<file path="src/rtl/dm_arb_seq.sv">
// rtl/dm_arb_seq.sv - two-port arbiter that sequences word/half/byte accesses onto a byte-wide data memory
module dm_arb_seq #(
  parameter int AW = 9,
  parameter bit RR = 1'b1
) (
  input  logic          clk,
  input  logic          rst,
  input  logic          req0,
  input  logic          req1,
  input  logic          we0,
  input  logic          we1,
  input  logic [AW-1:0] addr0,
  input  logic [AW-1:0] addr1,
  input  logic [31:0]   wdata0,
  input  logic [31:0]   wdata1,
  input  logic [2:0]    type0,
  input  logic [2:0]    type1,
  output logic          gnt0,
  output logic          gnt1,
  output logic          done0,
  output logic          done1,
  output logic          err0,
  output logic          err1,
  output logic [31:0]   rdata,
  output logic          busy,
  output logic          m_we,
  output logic [AW-1:0] m_addr,
  output logic [7:0]    m_wdata,
  input  logic [7:0]    m_rdata
);

  localparam logic [2:0] DM_WORD  = 3'b000;
  localparam logic [2:0] DM_HALF  = 3'b001;
  localparam logic [2:0] DM_HALFU = 3'b010;
  localparam logic [2:0] DM_BYTE  = 3'b011;
  localparam logic [2:0] DM_BYTEU = 3'b100;

  typedef enum logic [1:0] {IDLE, XFER, DONE} state_t;

  state_t        state, state_nxt;
  logic          owner, we_q, err_q, last_gnt;
  logic [2:0]    type_q;
  logic [1:0]    k, k_last;
  logic [31:0]   wsh, asm, rdata_q;
  logic          any_req, win, sel_we;
  logic [AW-1:0] sel_addr;
  logic [31:0]   sel_wdata;
  logic [2:0]    sel_type;

  function automatic logic type_ok(input logic [2:0] t);
    return t <= DM_BYTEU;
  endfunction

  function automatic logic [1:0] last_idx(input logic [2:0] t);
    case (t)
      DM_WORD:           last_idx = 2'd3;
      DM_HALF, DM_HALFU: last_idx = 2'd1;
      default:           last_idx = 2'd0;
    endcase
  endfunction

  function automatic logic [31:0] extend(input logic [31:0] v, input logic [2:0] t);
    case (t)
      DM_BYTE:  extend = {{24{v[7]}}, v[7:0]};
      DM_BYTEU: extend = {24'h0, v[7:0]};
      DM_HALF:  extend = {{16{v[15]}}, v[15:0]};
      DM_HALFU: extend = {16'h0, v[15:0]};
      default:  extend = v;
    endcase
  endfunction

  // last_gnt names the port served most recently; a tie goes to the other one
  always_comb begin
    any_req = req0 | req1;
    if (req0 && req1) win = RR ? ~last_gnt : 1'b0;
    else              win = req1;
    sel_we    = win ? we1    : we0;
    sel_addr  = win ? addr1  : addr0;
    sel_wdata = win ? wdata1 : wdata0;
    sel_type  = win ? type1  : type0;
    k_last    = last_idx(type_q);
  end

  always_ff @(posedge clk) begin
    if (rst) state <= IDLE;
    else     state <= state_nxt;
  end

  always_comb begin
    state_nxt = state;
    case (state)
      IDLE:    if (any_req) state_nxt = type_ok(sel_type) ? XFER : DONE;
      XFER:    if (k == k_last) state_nxt = DONE;
      DONE:    state_nxt = IDLE;
      default: state_nxt = IDLE;
    endcase
  end

  always_ff @(posedge clk) begin
    if (rst) begin
      owner    <= 1'b0;
      we_q     <= 1'b0;
      err_q    <= 1'b0;
      last_gnt <= 1'b1;
      type_q   <= 3'b000;
      k        <= 2'd0;
      wsh      <= 32'h0;
      asm      <= 32'h0;
      rdata_q  <= 32'h0;
      m_addr   <= '0;
      m_wdata  <= 8'h00;
    end else begin
      case (state)
        IDLE: if (any_req) begin
          owner    <= win;
          last_gnt <= win;
          we_q     <= sel_we;
          type_q   <= sel_type;
          err_q    <= ~type_ok(sel_type);
          k        <= 2'd0;
          asm      <= 32'h0;
          if (type_ok(sel_type)) begin
            m_addr <= sel_addr;
            if (sel_we) begin
              m_wdata <= sel_wdata[7:0];
              wsh     <= sel_wdata >> 8;
            end
          end
        end
        XFER: begin
          if (!we_q) asm[{k, 3'b000} +: 8] <= m_rdata;
          if (k != k_last) begin
            k      <= k + 2'd1;
            m_addr <= m_addr + AW'(1);
            if (we_q) begin
              m_wdata <= wsh[7:0];
              wsh     <= wsh >> 8;
            end
          end
        end
        DONE: if (!we_q || err_q) rdata_q <= rdata;
        default: ;
      endcase
    end
  end

  always_comb begin
    gnt0  = 1'b0;
    gnt1  = 1'b0;
    done0 = 1'b0;
    done1 = 1'b0;
    err0  = 1'b0;
    err1  = 1'b0;
    rdata = rdata_q;
    busy  = (state != IDLE);
    m_we  = (state == XFER) && we_q;
    case (state)
      IDLE: if (any_req) begin
        gnt0 = ~win;
        gnt1 = win;
      end
      DONE: begin
        done0 = ~owner;
        done1 = owner;
        err0  = ~owner & err_q;
        err1  = owner & err_q;
        if (err_q)      rdata = 32'hFFFF_FFFF;
        else if (!we_q) rdata = extend(asm, type_q);
      end
      default: ;
    endcase
  end

endmodule

</file>
<file path="config.mk">
export PLATFORM = sky130hd
export DESIGN_NAME = dm_arb_seq
export DESIGN_NICKNAME = d
export VERILOG_FILES = /design/src/rtl/dm_arb_seq.sv
export SDC_FILE = /design/constraint.sdc
export NUM_CORES = 1
export LEC_CHECK = 0
export ABC_AREA = 1
export BUFFER_PORTS_ARGS = -buffer_cell sky130_fd_sc_hd__buf_2
export CAP_MARGIN = 20
export CORE_MARGIN = 1.5
export CORE_UTILIZATION = 50
export CTS_CLUSTER_SIZE = 8
export DETAILED_ROUTE_END_ITERATION = 8
export HOLD_SLACK_MARGIN = 0.06
export PLACE_DENSITY = 0.74
export SETUP_SLACK_MARGIN = 0.5
export SYNTH_ARGS = -nofsm -noshare
export SYNTH_HDL_FRONTEND = slang
export SYNTH_SLANG_ARGS = --single-unit
</file>
<file path="constraint.sdc">
create_clock -name clk -period 2.35 [get_ports clk]
set_input_delay 0.5875 -clock clk [delete_from_list [all_inputs] [get_ports clk]]
set_output_delay 0.5875 -clock clk [all_outputs]
set_load 0.005 [all_outputs]
</file>
## After elaboration in Yosys (flattened, before gate mapping)

Cells that the tools add are included.

| operators by class | value |
|---|---|
| add/sub/neg operators | 3 |
| bitwise operators | 7 |
| shift-type cells | 2 |
| reductions and logical operators | 16 |
| magnitude comparators | 1 |
| muxes and demuxes | 45 |
| eq/ne operators | 15 |

Operator list:

| kind | count |
|---|---|
| $mux W32 | 11 |
| $pmux W32 S2 | 2 |
| $pmux W32 S4 | 1 |
| $mux W8 | 5 |
| $mux W9 | 4 |
| $bwmux W32 | 1 |
| $shift A8 B7 Y32 const A | 1 |
| $shiftx A8 B7 Y32 | 1 |
| $pmux W9 S2 | 1 |
| $pmux W8 S2 | 1 |
| $ne A2 B2 Y1 const B | 7 |
| $pmux W2 S2 | 3 |
| $mux W1 | 10 |
| $mux W2 | 5 |
| $add A9 B1 Y9 const B | 1 |
| $neg A5 Y7 | 1 |
| $eq A3 B2 Y1 const B | 2 |
| $reduce_and A2 Y1 | 3 |
| $reduce_and A3 Y1 | 2 |
| $reduce_and A6 Y1 | 1 |
| $not A1 Y1 | 4 |
| $reduce_and A4 Y1 | 1 |
| $reduce_bool A2 Y1 | 2 |
| $eq A3 B1 Y1 const B | 1 |
| other kinds (16) | 18 |

| word-level totals | value |
|---|---|
| output and inout bits | 57 |
| bits of input ports | 102 |
| word-level logic and storage cells | 101 |
| flip-flop bits (word level) | 124 |

## Logic depth before layout (Yosys ltp)

Gate-level depths: netlist of the first run.

| logic depth | value |
|---|---|
| depth in word-level cells | 7 |
| depth in mapped cells | 14 |
| mapped depth without buffers | 12 |

## Worst setup path after synthesis of the first run

OpenSTA, ideal clock, no wires.

| timing path | value |
|---|---|
| path kind | register to output |
| start point | reg state[1] |
| end point | out rdata[10] |
| required time | 1.762 ns |
| setup slack | 0.450 ns |
| path buffers | 0 |
| data arrival time | 1.313 ns |
| stages on the path, launching flop included | 8 |
| path through | dfxtp_1 inv_2 nor2_1 inv_1 nor3_1 nand2_1 inv_1 nor2_1 |

| between the ends | value |
|---|---|
| cells in the longest elaborated chain, start to end | 2 |

Ends and longest elaborated chain:

| item | line | source |
|---|---|---|
| start: declaration | 40 | `state_t state, state_nxt;` |
| start signal: assignment | 86 | `else state <= state_nxt;` |
| $eq A2 B2 Y1 | 157 | `case (state)` |
| $mux W32 | 157 |  |
| end: declaration | 24 | `output logic [31:0] rdata,` |

Every way passes these cells.

## Final worst setup path of the first run

| timing path | value |
|---|---|
| start point | reg state[1] |
| end point | out rdata[7] |

The elaborated chain is that of the path after synthesis.

==> results of run 1 <==
==> repair_timing <==
action / in CTS / in global routing
cloned: 6 / 2
endpoints found under the hold margin: 0 / 0
buffers inserted: 17 / 19
endpoints found under the setup margin: 63 / 102
gates resized for setup: 74 / 81
pin swaps: 13 / 7
==> logic make-up (layout without fill, tap and decap cells) <==
| family | Yosys count | count (layout) | synth area share |
|---|---|---|---|
| and+or+nand+nor | 450 | 450 | 0.339 |
| AOI/OAI and AO/OA | 181 | 183 | 0.170 |
| buffers and inverters | 121 | 324 | 0.0873 |
| DFF | 116 | 116 | 0.390 |
| adders and majority gates | 5 | 5 | 0.0105 |
| xor gates and xnor gates | 2 | 2 | 0.00294 |
==> per-layer routing <==
layer	routed length [µm]	part of all wire	global-route usage
met1	7790	0.45	0.349
met2	8400	0.48	0.425
met3	920	0.053	0.0540
met4	250	0.014	0.0751
met5	0	0	0
==> power by group <==
group,leakage [µW],switching [µW],internal [µW]
Clock,0.000279,913,1580
Sequential,0.000955,299,2440
Combinational,0.00256,2110,1510
==> synth_stat cells (all sizes together) <==
cell type	number	area, µm²
nand2	198	769
nor2	143	658
dfxtp	116	2320
o21ai	76	407
nand3	72	370
inv	71	274
a21oi	65	325
clkbuf	26	98.8
a211oi	24	180
buf	23	144
and2	16	100
nor3	14	75.1
a31oi	11	68.8
ha	5	62.6
nand3b	3	22.5
o22ai	3	18.8
nand4	2	12.5
clkinv	1	3.75
nor3b	1	7.51
o21a	1	8.76
o21bai	1	7.51
or3	1	6.26
xnor2	1	8.76
xor2	1	8.76
==> worst min-delay path, delay by kind of cell, from the launching register on <==
kind	cells	cell delay, ps
DFF	1	310
AOI/OAI and AO/OA	1	50
buffers and inverters	1	50
==> state kept, by name (all words and copies together) (netlist names) <==
signal and cells:
k 2, m_wdata 8, m_addr 9, asm 32, type_q 3, err_q 1, wsh 24, rdata_q 32
last_gnt 1, we_q 1, owner 1, state 2
==> cell type report <==
type,instances,area [µm²],area share
tap,143,179,0.0213
inverter,72,297,0.0353
multi-input combinational,640,3530,0.420
clock inverter,13,134,0.0159
clock buffer,19,443,0.0528
sequential,116,2330,0.278
timing repair buffer,220,1480,0.176
==> final timing paths <==
path	startpoint	endpoint	depth (start not counted)
min reg2reg	asm[13]	asm[13]	2
min	asm[13]	asm[13]	2
max reg2reg	state[1]	wsh[14]	11
max	state[1]	rdata[7]	9
==> metrics by stage <==
step | hold slack [ps] | cells | util
after global placement | 434 | 1147 | 0.596
after CTS | 443 | 1202 | 0.684
final | 445 | 1223 | 0.729
after global routing | 459 | 1223 | 0.729
after floorplan | 424 | 875 | -
after detailed placement | 435 | 1147 | 0.596
==> summary.txt, run 1 <==
Clocking
  • H-tree depth: 4
  • Worst skew pair latency: about 410 ps
  • TritonCTS clock tree: built
  • Clk buf depth: 2
  • Clk root buf: clkbuf_16
  • TritonCTS buffer count: 17
  • Worst-path clk slew: 50 ps
  • # hold bufs at CTS: 0
  • Clk sinks: 116

Timing
  • Fmax: just over 0.4 GHz
  • Worst-Margin Slew: roughly 500 ps
  • Setup TNS Final: -1520 ps
  • Relative slew slack: 0.658
  • Unrepaired setup endpoints after global routing: true
  • Final setup fails: 32
  • Pins Over Slew Limit: 0
  • Hold Vio Cnt, Final: 0
  • Final worst path period share: 1.04
  • Clock Skew: around 6.6 ps
  • Fin crit period: ~2400 ps
  • Post-route setup slack: -82.3 ps

Critical path
  • Cell chain of the critical path: inv_2, nor2_4, buf_6, clkinvlp_4, buf_4, nor2_4, buf_8, a21oi_2, buf_2
  • Largest fanout on the critical path: 8
  • Worst EP arrival: about 1800 ps
  • Slowest CP cell: dfxtp_2
  • CP required: about 1800 ps
  • Worst reg-to-reg setup slack: between 400 and 500 ps
  • Crit-path leading delay family: buffers and inverters
  • WP buf/inv: 6
  • Crit-path max cell delay: roughly 330 ps
  • CP dominant cell by count: nor2_4
  • Crit. End Element: primary output
  • Crit Path Class: register to primary output
  • Worst setup SP type: register

Route
  • Via count: ~6400
  • DRC violations left: 2
  • Final ANT Viol Nets: 0
  • 1st-iter DRT viols: approximately 550
  • Vias per cell: roughly 5.2
  • Routed WL: around 17 mm
  • DR pass1 iterations: 9
  • Routed wire length per instance: ~14 µm

Min path
  • Hold Crit Class: register to register

Layout
  • Share of cells above drive strength 1: 0.376
  • Nets: approximately 1200
  • Design area: between 0.008 and 0.009 mm²
  • Antenna cells: 0
  • Filler cells: 911
  • Most frequent cells in the layout: nand2_1 (184), buf_2 (158), dfxtp_1 (110), nor2_1 (70), nand3_1 (70)
  • Synth-to-layout area growth: 40.8%
  • Commonest non-fill, non-tap cell in the layout: nand2_1

Synth
  • Netlist Area Pre-Place: ~0.0060 mm²
  • Synthesized net count: just under 1000
  • Sequential area share after synthesis: 0.390
  • Post-synthesis register bit count: 116
  • Synth cell types: between 40 and 50
  • Syn avg cell area: 6.81 µm²
  • Cells after synthesis: between 800 and 900
  • Synth warn: 0

Global route
  • Vias in the first global route: 5569
  • First-pass GRT wire length: between 20 and 30 mm
  • GRT Util Overall: 0.260
  • Initial antenna violation count: 0
  • Largest net degree at the start of global routing: between 40 and 50
  • Total gr overflow: 0

Placement
  • Dpl cell area: around 0.0069 mm²
  • Post-DP HPWL: 10.7 mm
  • Pre-CTS WS: -26.2 ps
  • Final RePlAce weighted congestion: about 0.86
  • Port buffer count: around 160

Run status
  • Failing checks: DRC, setup timing
  • Outcome: complete, but fails checks

Floorplanning
  • Die ar.: around 0.013 mm²
  • I/O Pins: around 160
  • Chip Height: approximately 110 µm
  • Starting Density: 0.518
  • Die Wd: 112 µm
  • Core Area: approximately 0.012 mm²
  • Num rows: 39

Pwr
  • Pwr Total: between 8000 and 9000 µW
  • PwrDens: about 1100 mW/mm²
  • LEAKAGE: ~0.0038 µW
  • Worst VDD drop: between 500 and 600 µV

Flow run
  • Max Cap Viol: 0
Power figures use the tool's default switching activity.
==> run 2, diff against run 1 <==
--- a/config.mk
+++ b/config.mk
@@ -5,7 +5,7 @@
 export SDC_FILE = /design/constraint.sdc
 export NUM_CORES = 1
 export LEC_CHECK = 0
-export ABC_AREA = 1
+export ABC_AREA = 0
 export BUFFER_PORTS_ARGS = -buffer_cell sky130_fd_sc_hd__buf_2
 export CAP_MARGIN = 20
 export CORE_MARGIN = 1.5
@@ -13,7 +13,7 @@
 export CTS_CLUSTER_SIZE = 8
 export DETAILED_ROUTE_END_ITERATION = 8
 export HOLD_SLACK_MARGIN = 0.06
-export PLACE_DENSITY = 0.74
+export PLACE_DENSITY = 0.75
 export SETUP_SLACK_MARGIN = 0.5
 export SYNTH_ARGS = -nofsm -noshare
 export SYNTH_HDL_FRONTEND = slang
==> summary.txt, run 2 <==
Placement
  • Port buffer count: 158 (unchanged)
  • Post-DP HPWL: 10.6 mm (-1.1%)
  • Dpl cell area: 0.00663 mm² (-3.3%)
  • Final RePlAce weighted congestion: 0.929 (+7.7%)

Floorplanning
  • I/O Pins: 159 (unchanged)
  • Die Wd: 109 µm (-2.7%)
  • Chip Height: 109 µm (-2.7%)
  • Starting Density: 0.515 (-0.00227)
  • Die ar.: 0.0119 mm² (-5.3%)
  • Core Area: 0.0109 mm² (-5.0%)
  • Num rows: 38 (-2.6%)

Timing
  • Post-route setup slack: -131 ps (-49.0 ps)
  • Fin crit period: 2480 ps (+49.0 ps)
  • Final setup fails: 38 (+19%)
  • Setup TNS Final: -2010 ps (-491 ps)
  • Fmax: 0.403 GHz (-2.0%)
  • Hold Vio Cnt, Final: 0 (unchanged)
  • Worst-Margin Slew: 782 ps (+269 ps)
  • Relative slew slack: 0.479 (-0.180)
  • Final worst path period share: 1.06 (+0.0208)
  • Clock Skew: 9.86 ps (+3.24 ps)
  • Final hold slack: 448 ps (+3.11 ps)
  • Pins Over Slew Limit: 0 (unchanged)
  • Unrepaired setup endpoints after global routing: true

Critical path
  • Crit-path leading delay family: buffers and inverters
  • Largest fanout on the critical path: 16 (+8)
  • Slowest CP cell: dfxtp_2
  • Crit. End Element: primary output
  • CP required: 1760 ps (about the same)
  • Crit-path max cell delay: 330 ps (about the same)
  • Worst EP arrival: 1890 ps (+50 ps)
  • RR Endpoint: wsh[14]
  • RR Startpoint: state[0]
  • Crit Path Class: register to primary output
  • Worst setup SP type: register
  • Worst reg-to-reg path cell count: 14 (+3)
  • Worst reg-to-reg setup slack: -80 ps (-510 ps)
  • Worst Setup SP: state[0]
  • Cell chain of the critical path: nand2b_4, buf_4, a21oi_4, buf_12, nor2_1, a21oi_1, buf_2
  • WP buf/inv: 3 (-3)

Global route
  • Grt met1 use: 0.383 (+0.0343)
  • Largest net degree at the start of global routing: 65 (+44%)
  • Vias in the first global route: 6214 (+12%)
  • Top Usage Layer GRT: met2
  • Initial antenna violation count: 1 (+1)
  • Met2 GRT Util: 0.616 (+0.191)
  • First-pass GRT wire length: 31.6 mm (+19%)
  • Met3 usage: 0.0753 (+0.0213)
  • GRT Util Overall: 0.348 (+0.0881)
  • Total gr overflow: 0 (unchanged)

Clocking
  • TritonCTS buffer count: 17 (unchanged)
  • H-tree depth: 4 (unchanged)
  • Worst skew pair latency: 440 ps (+30 ps)
  • TritonCTS clock tree: built
  • Clk root buf: clkbuf_16
  • Worst-path clk slew: 60 ps (about the same)
  • Clk sinks: 116 (unchanged)
  • Clk buf depth: 2 (unchanged)

Route
  • Routed WL: 26.5 mm (+53%)
  • DRC violations left: 0 (-2)
  • Routed wire length per instance: 24.7 µm (+74%)
  • DR pass1 iterations: 8 (-1)
  • 1st-iter DRT viols: 1016 (+85%)
  • Via count: 7143 (+12%)
  • Final ANT Viol Nets: 0 (unchanged)
  • Vias per cell: 6.64 (+28%)

Layout
  • Nets: 1028 (-12%)
  • Design area: 0.00937 mm² (+12%)
  • Layout Utilization: 0.857 (+0.128)
  • Share of cells above drive strength 1: 0.516 (+0.140)
  • Most frequent cells in the layout: buf_2 (154), nand2_1 (114), dfxtp_1 (109), nor2_1 (52), a21oi_2 (44)
  • Synth-to-layout area growth: 66.3%
  • Top Registers: asm (32), rdata_q (32), wsh (24)
  • Commonest non-fill, non-tap cell in the layout: buf_2

Synth
  • Cells after synthesis: 712 (-19%)
  • Post-synth EDFFs: 0 (unchanged)
  • Synth cell types: 59 (+44%)
  • Area leader, netlist: dfxtp_1
  • Main synth FF type: dfxtp_1
  • Post-synth top cells: nand2_1 (119), dfxtp_1 (116), a21oi_1 (87)
  • Post-synthesis register bit count: 116 (unchanged)
  • Synth top area cells: dfxtp_1 (41%), nand2_1 (7.9%), a21oi_1 (7.7%)
  • Synth async-reset ratio: 0 (unchanged)
  • Synthesized net count: 819 (-17%)
  • Netlist Area Pre-Place: 0.00564 mm² (-5.5%)
  • Syn avg cell area: 7.91 µm² (+16%)
  • Yosys top cell area share: 0.412 (+0.0225)
  • Synth warn: 0 (unchanged)
  • Sequential area share after synthesis: 0.412 (+0.0225)
  • Most numerous cell in the Yosys netlist: nand2_1

Pwr
  • Worst VDD drop: 870 µV (+48%)
  • LEAKAGE: 0.00373 µW (-1.7%)
  • Internal: 5570 µW (+0.64%)
  • Sequential share of power: 0.279 (-0.031)
  • Clock group share of total power: 0.341 (+0.059)
  • Sw Share: 0.353 (-0.0222)
  • Sw Pwr: 3040 µW (-8.5%)
  • Comb power frac: 0.380 (-0.029)
  • PwrDens: 919 mW/mm² (-13%)

Flow run
  • Max Cap Viol: 0 (unchanged)

Min path
  • Hold Path Sink: wsh[18]
  • Worst Hold Launch: wdata1[26]
  • Hold Path Cell Cnt: 3 (+1)
  • Hold Crit Class: input pin to register

Run status
  • Outcome: complete, but fails checks
  • Failing checks: setup timing
==> run 2: cell types whose count changed after synthesis, moves of 18 or more <==
cell and delta:
nor2_1 -39, nand2_1 -74, o2111ai_1 +24, a21oi_1 +22, nor2b_1 +34, o21ai_0 -35
a211oi_1 -22, nand3_1 -18, inv_1 -61, nor2_2 -41
==> run 2: through the flow <==
stage | worst slack, ps | cells | power (µW)
2_1_floorplan | 387 | 712 | 3400
4_1_cts | -28.9 | 1059 | 7660
5_1_grt | -184 | 1074 | 8790
3_3_place_gp | 116 | 979 | 3900
3_5_place_dp | 27.5 | 979 | 3950
6_report | -131 | 1075 | 8610
==> run 2: worst max-delay path by stage <==
stage                       to  slack [ps]  cells past startpoint
finish               rdata[25]        -130                      7
floorplan           m_wdata[0]         390                      7
detailed placement      wsh[8]          30                      6
global route         rdata[25]        -180                      7
global placement     rdata[25]         120                      5
CTS                  rdata[25]         -30                      6
==> run 2: cells by family after synthesis <==
| family | after synthesis | share of synthesized area |
|---|---|---|
| buf+inv | 62 | 0.0546 |
| mux | 12 | 0.0218 |
| compound gates | 215 | 0.251 |
| flops | 116 | 0.412 |
| xor+xnor | 2 | 0.00311 |
| fa+ha+maj | 5 | 0.0111 |
| simple gates | 300 | 0.246 |
==> run 2: cell type report <==
| type | count | area (µm²) |
|---|---|---|
| antenna | 1 | 2.50 |
| clock buffer | 18 | 439 |
| clock inverter | 14 | 208 |
| fill | 495 | 1560 |
| inverter | 4 | 15.0 |
| multi-input combinational | 535 | 4140 |
| sequential | 116 | 2340 |
| tap | 140 | 175 |
| timing repair buffer | 247 | 2050 |
==> run 2: what timing repair did <==
item                                    4_1_cts  5_1_grt
hold buffers                                  0        0
setup buffers                                37       13
pin swaps                                    88       82
resized for setup                           167      142
hold endpoints to repair                      0        0
cloned                                       11        2
endpoints found under the setup margin      109      118
==> run 2: worst reg2reg max path: stages, from the launching register on <==
cell     delay [ps]
dfxtp_2         350
buf_4           110
buf_6            90
buf_8            80
buf_6           100
nor2b_4         200
buf_6           140
buf_8            90
o41a_1          240
a22oi_2         120
buf_6           180
buf_12          140
buf_16          140
o21ai_4         210
a21oi_2          90
==> run 2: per-layer routing <==
layer | share of wire | wire length (µm)
met5 | 0 | 0
met4 | 0.10 | 2740
met3 | 0.096 | 2540
met2 | 0.46 | 12200
met1 | 0.34 | 9060
==> run 2: power by group through the flow <==
stage,clock [µW],sequential [µW],combinational (µW)
finish,2940,2400,3270
global route,3000,2400,3380
CTS,2830,2330,2500
detailed placement,0,2340,1610
global placement,0,2330,1570
floorplan,0,2290,1110
==> run 3, diff against run 2 <==
--- a/config.mk
+++ b/config.mk
@@ -5,7 +5,7 @@
 export SDC_FILE = /design/constraint.sdc
 export NUM_CORES = 1
 export LEC_CHECK = 0
-export ABC_AREA = 0
+export ABC_AREA = 1
 export BUFFER_PORTS_ARGS = -buffer_cell sky130_fd_sc_hd__buf_2
 export CAP_MARGIN = 20
 export CORE_MARGIN = 1.5
@@ -13,7 +13,7 @@
 export CTS_CLUSTER_SIZE = 8
 export DETAILED_ROUTE_END_ITERATION = 8
 export HOLD_SLACK_MARGIN = 0.06
-export PLACE_DENSITY = 0.75
+export PLACE_DENSITY = 0.74
 export SETUP_SLACK_MARGIN = 0.5
 export SYNTH_ARGS = -nofsm -noshare
 export SYNTH_HDL_FRONTEND = slang
==> constraint.sdc (replaced) <==
create_clock -name clk -period 3 [get_ports clk]
set_input_delay 0.75 -clock clk [delete_from_list [all_inputs] [get_ports clk]]
set_output_delay 0.75 -clock clk [all_outputs]
set_load 0.005 [all_outputs]
==> summary.txt, run 3 (same netlist as run 1, synthesis figures left out) <==
Run status
  • Outcome: complete, no violations

Clocking
  • Clk sinks: 116 (unchanged)
  • Clk buf depth: 2 (unchanged)
  • Worst-path clk slew: 50 ps (about the same)
  • Clk root buf: clkbuf_16
  • # hold bufs at CTS: 0 (unchanged)
  • TritonCTS clock tree: built
  • TritonCTS buffer count: 17 (unchanged)
  • Worst skew pair latency: 400 ps (-40 ps)
  • H-tree depth: 4 (unchanged)

Layout
  • Layout Utilization: 0.668 (-0.190)
  • Antenna cells: 0 (-1)
  • Commonest non-fill, non-tap cell in the layout: nand2_1
  • Design area: 0.00769 mm² (-18%)
  • Most frequent cells in the layout: nand2_1 (186), buf_2 (158), dfxtp_1 (111), nor2_1 (93), nand3_1 (70)
  • Synth-to-layout area growth: 29.0%
  • Nets: 1129 (+9.8%)
  • Top Registers: asm (32), rdata_q (32), wsh (24)
  • Share of cells above drive strength 1: 0.293 (-0.223)
  • Non-filler cells, final: 1178 (+9.6%)

Timing
  • Fmax: around 0.40 GHz
  • Fin crit period: 2490 ps
  • Final worst path period share: 0.830
  • Worst-Margin Slew: 858 ps (+75.9 ps)
  • Setup TNS Final: 0 ps (+2010 ps)
  • Final setup fails: 0 (-100%)
  • Relative slew slack: 0.424 (-0.0544)
  • Post-route setup slack: 510 ps (+641 ps)
  • Hold Vio Cnt, Final: 0 (unchanged)
  • Unrepaired setup endpoints after global routing: true
  • Clock Skew: 7.95 ps (-1.92 ps)
  • Pins Over Slew Limit: 0 (unchanged)

Route
  • DR pass1 iterations: 7 (-1)
  • Routed WL: 16.4 mm (-38%)
  • DRC violations left: 0 (unchanged)
  • Routed wire length per instance: 13.9 µm (-44%)
  • 1st-iter DRT viols: 409 (-60%)
  • Via count: 6103 (-15%)
  • Final ANT Viol Nets: 0 (unchanged)
  • Vias per cell: 5.18 (-22%)

Pwr
  • Worst VDD drop: 393 µV (-55%)
  • PwrDens: 853 mW/mm² (-7.1%)
  • LEAKAGE: 0.00355 µW (-4.9%)

Critical path
  • Crit. End Element: primary output
  • Worst setup SP type: register
  • Worst EP arrival: 1740 ps (-150 ps)
  • RR Startpoint: k[0]
  • Crit Path Class: register to primary output
  • Worst Setup SP: state[1]
  • Largest fanout on the critical path: 16 (unchanged)
  • CP required: 2250 ps (+490 ps)

Min path
  • Worst Hold Launch: asm[28]
  • Hold Crit Class: register to register

Global route
  • GRT Util Overall: 0.265 (-0.0827)
  • Initial antenna violation count: 0 (-1)
  • Total gr overflow: 0 (unchanged)
  • First-pass GRT wire length: 27.2 mm (-14%)
  • Vias in the first global route: 5817 (-6.4%)
  • Largest net degree at the start of global routing: 58 (-11%)

Floorplanning
  • Num rows: 39 (+2.6%)
  • Core Area: 0.0115 mm² (+5.3%)
  • Chip Height: 112 µm (+2.8%)
  • I/O Pins: 159 (unchanged)
  • Die Wd: 112 µm (+2.8%)
  • Die ar.: 0.0126 mm² (+5.6%)
  • Starting Density: 0.518 (+0.00227)

Placement
  • Placed cells: 1138 (+16%)
  • Final RePlAce weighted congestion: 0.844 (-9.2%)
  • Dpl cell area: 0.00679 mm² (+2.3%)
  • Port buffer count: 158 (unchanged)
  • Pre-CTS WS: 363 ps (+335 ps)
  • Post-DP HPWL: 11.0 mm (+3.9%)

Flow run
  • Max Cap Viol: 0 (unchanged)
==> run 3: cell count changes in the layout (fill, tap and decap cells not counted), moves of 21 or more <==
cell | previous run | this run
nand2_1 | 114 | 186
o21ai_0 | 9 | 67
inv_1 | 4 | 60
nor2_2 | 3 | 47
nor2_1 | 52 | 93
nand3_1 | 33 | 70
a21oi_2 | 44 | 8
nor2b_1 | 32 | 0
buf_6 | 34 | 3
a211oi_1 | 2 | 24
o2111ai_2 | 21 | 0
==> run 3: repair_timing <==
action | 4_1_cts | 5_1_grt
gates cloned | 2 | 1
resized for setup | 23 | 33
buffers inserted | 4 | 1
setup endpoints to repair | 32 | 33
pin swaps | 3 | 8
==> run 3: cell type report <==
type,instances,area [µm²]
clock buffers,23,468
flip-flops and latches,116,2340
well taps,143,179
inverters,72,280
clock inverters,9,151
multi-input cells,639,3260
repair buffers,176,1020
fillers,1057,3830
==> run 3: stage by stage <==
stage	power [µW]	hold slack, ps
3_5_place_dp	4260	438
3_3_place_gp	4230	436
4_1_cts	6510	446
2_1_floorplan	3680	424
6_report	6560	444
5_1_grt	6980	463
==> run 3: worst max-delay path: stages, from the launching register on <==
cell and delay, ps:
dfxtp_2 340, inv_2 60, nor2_4 120, buf_4 130
o21ai_2 70, nor3_4 220, buf_12 180, a21oi_1 90
buf_2 130
==> run 3: final timing paths <==
| check | endpoint | slack, ps | cells past startpoint |
|---|---|---|---|
| worst max-delay path | rdata[28] | 510 | 8 |
| worst min-delay path | asm[28] | 440 | 2 |
| worst max register to register | asm[19] | 870 | 8 |
| worst min register to register | asm[28] | 440 | 2 |
==> run 3: per-layer routing <==
layer	share of wire	GRT usage	vias to the layer above
li1	-	-	3152
met1	0.45	0.325	2748
met2	0.48	0.460	179
met3	0.049	0.0578	24
met4	0.019	0.0962	0
met5	0	0	-
==> run 3: power by group <==
part | total, µW | switching, µW | leakage (µW) | internal, µW
combinational | 2300 | 1430 | 0.00229 | 870
sequential | 2140 | 226 | 0.000956 | 1910
clock | 2120 | 687 | 0.000301 | 1430
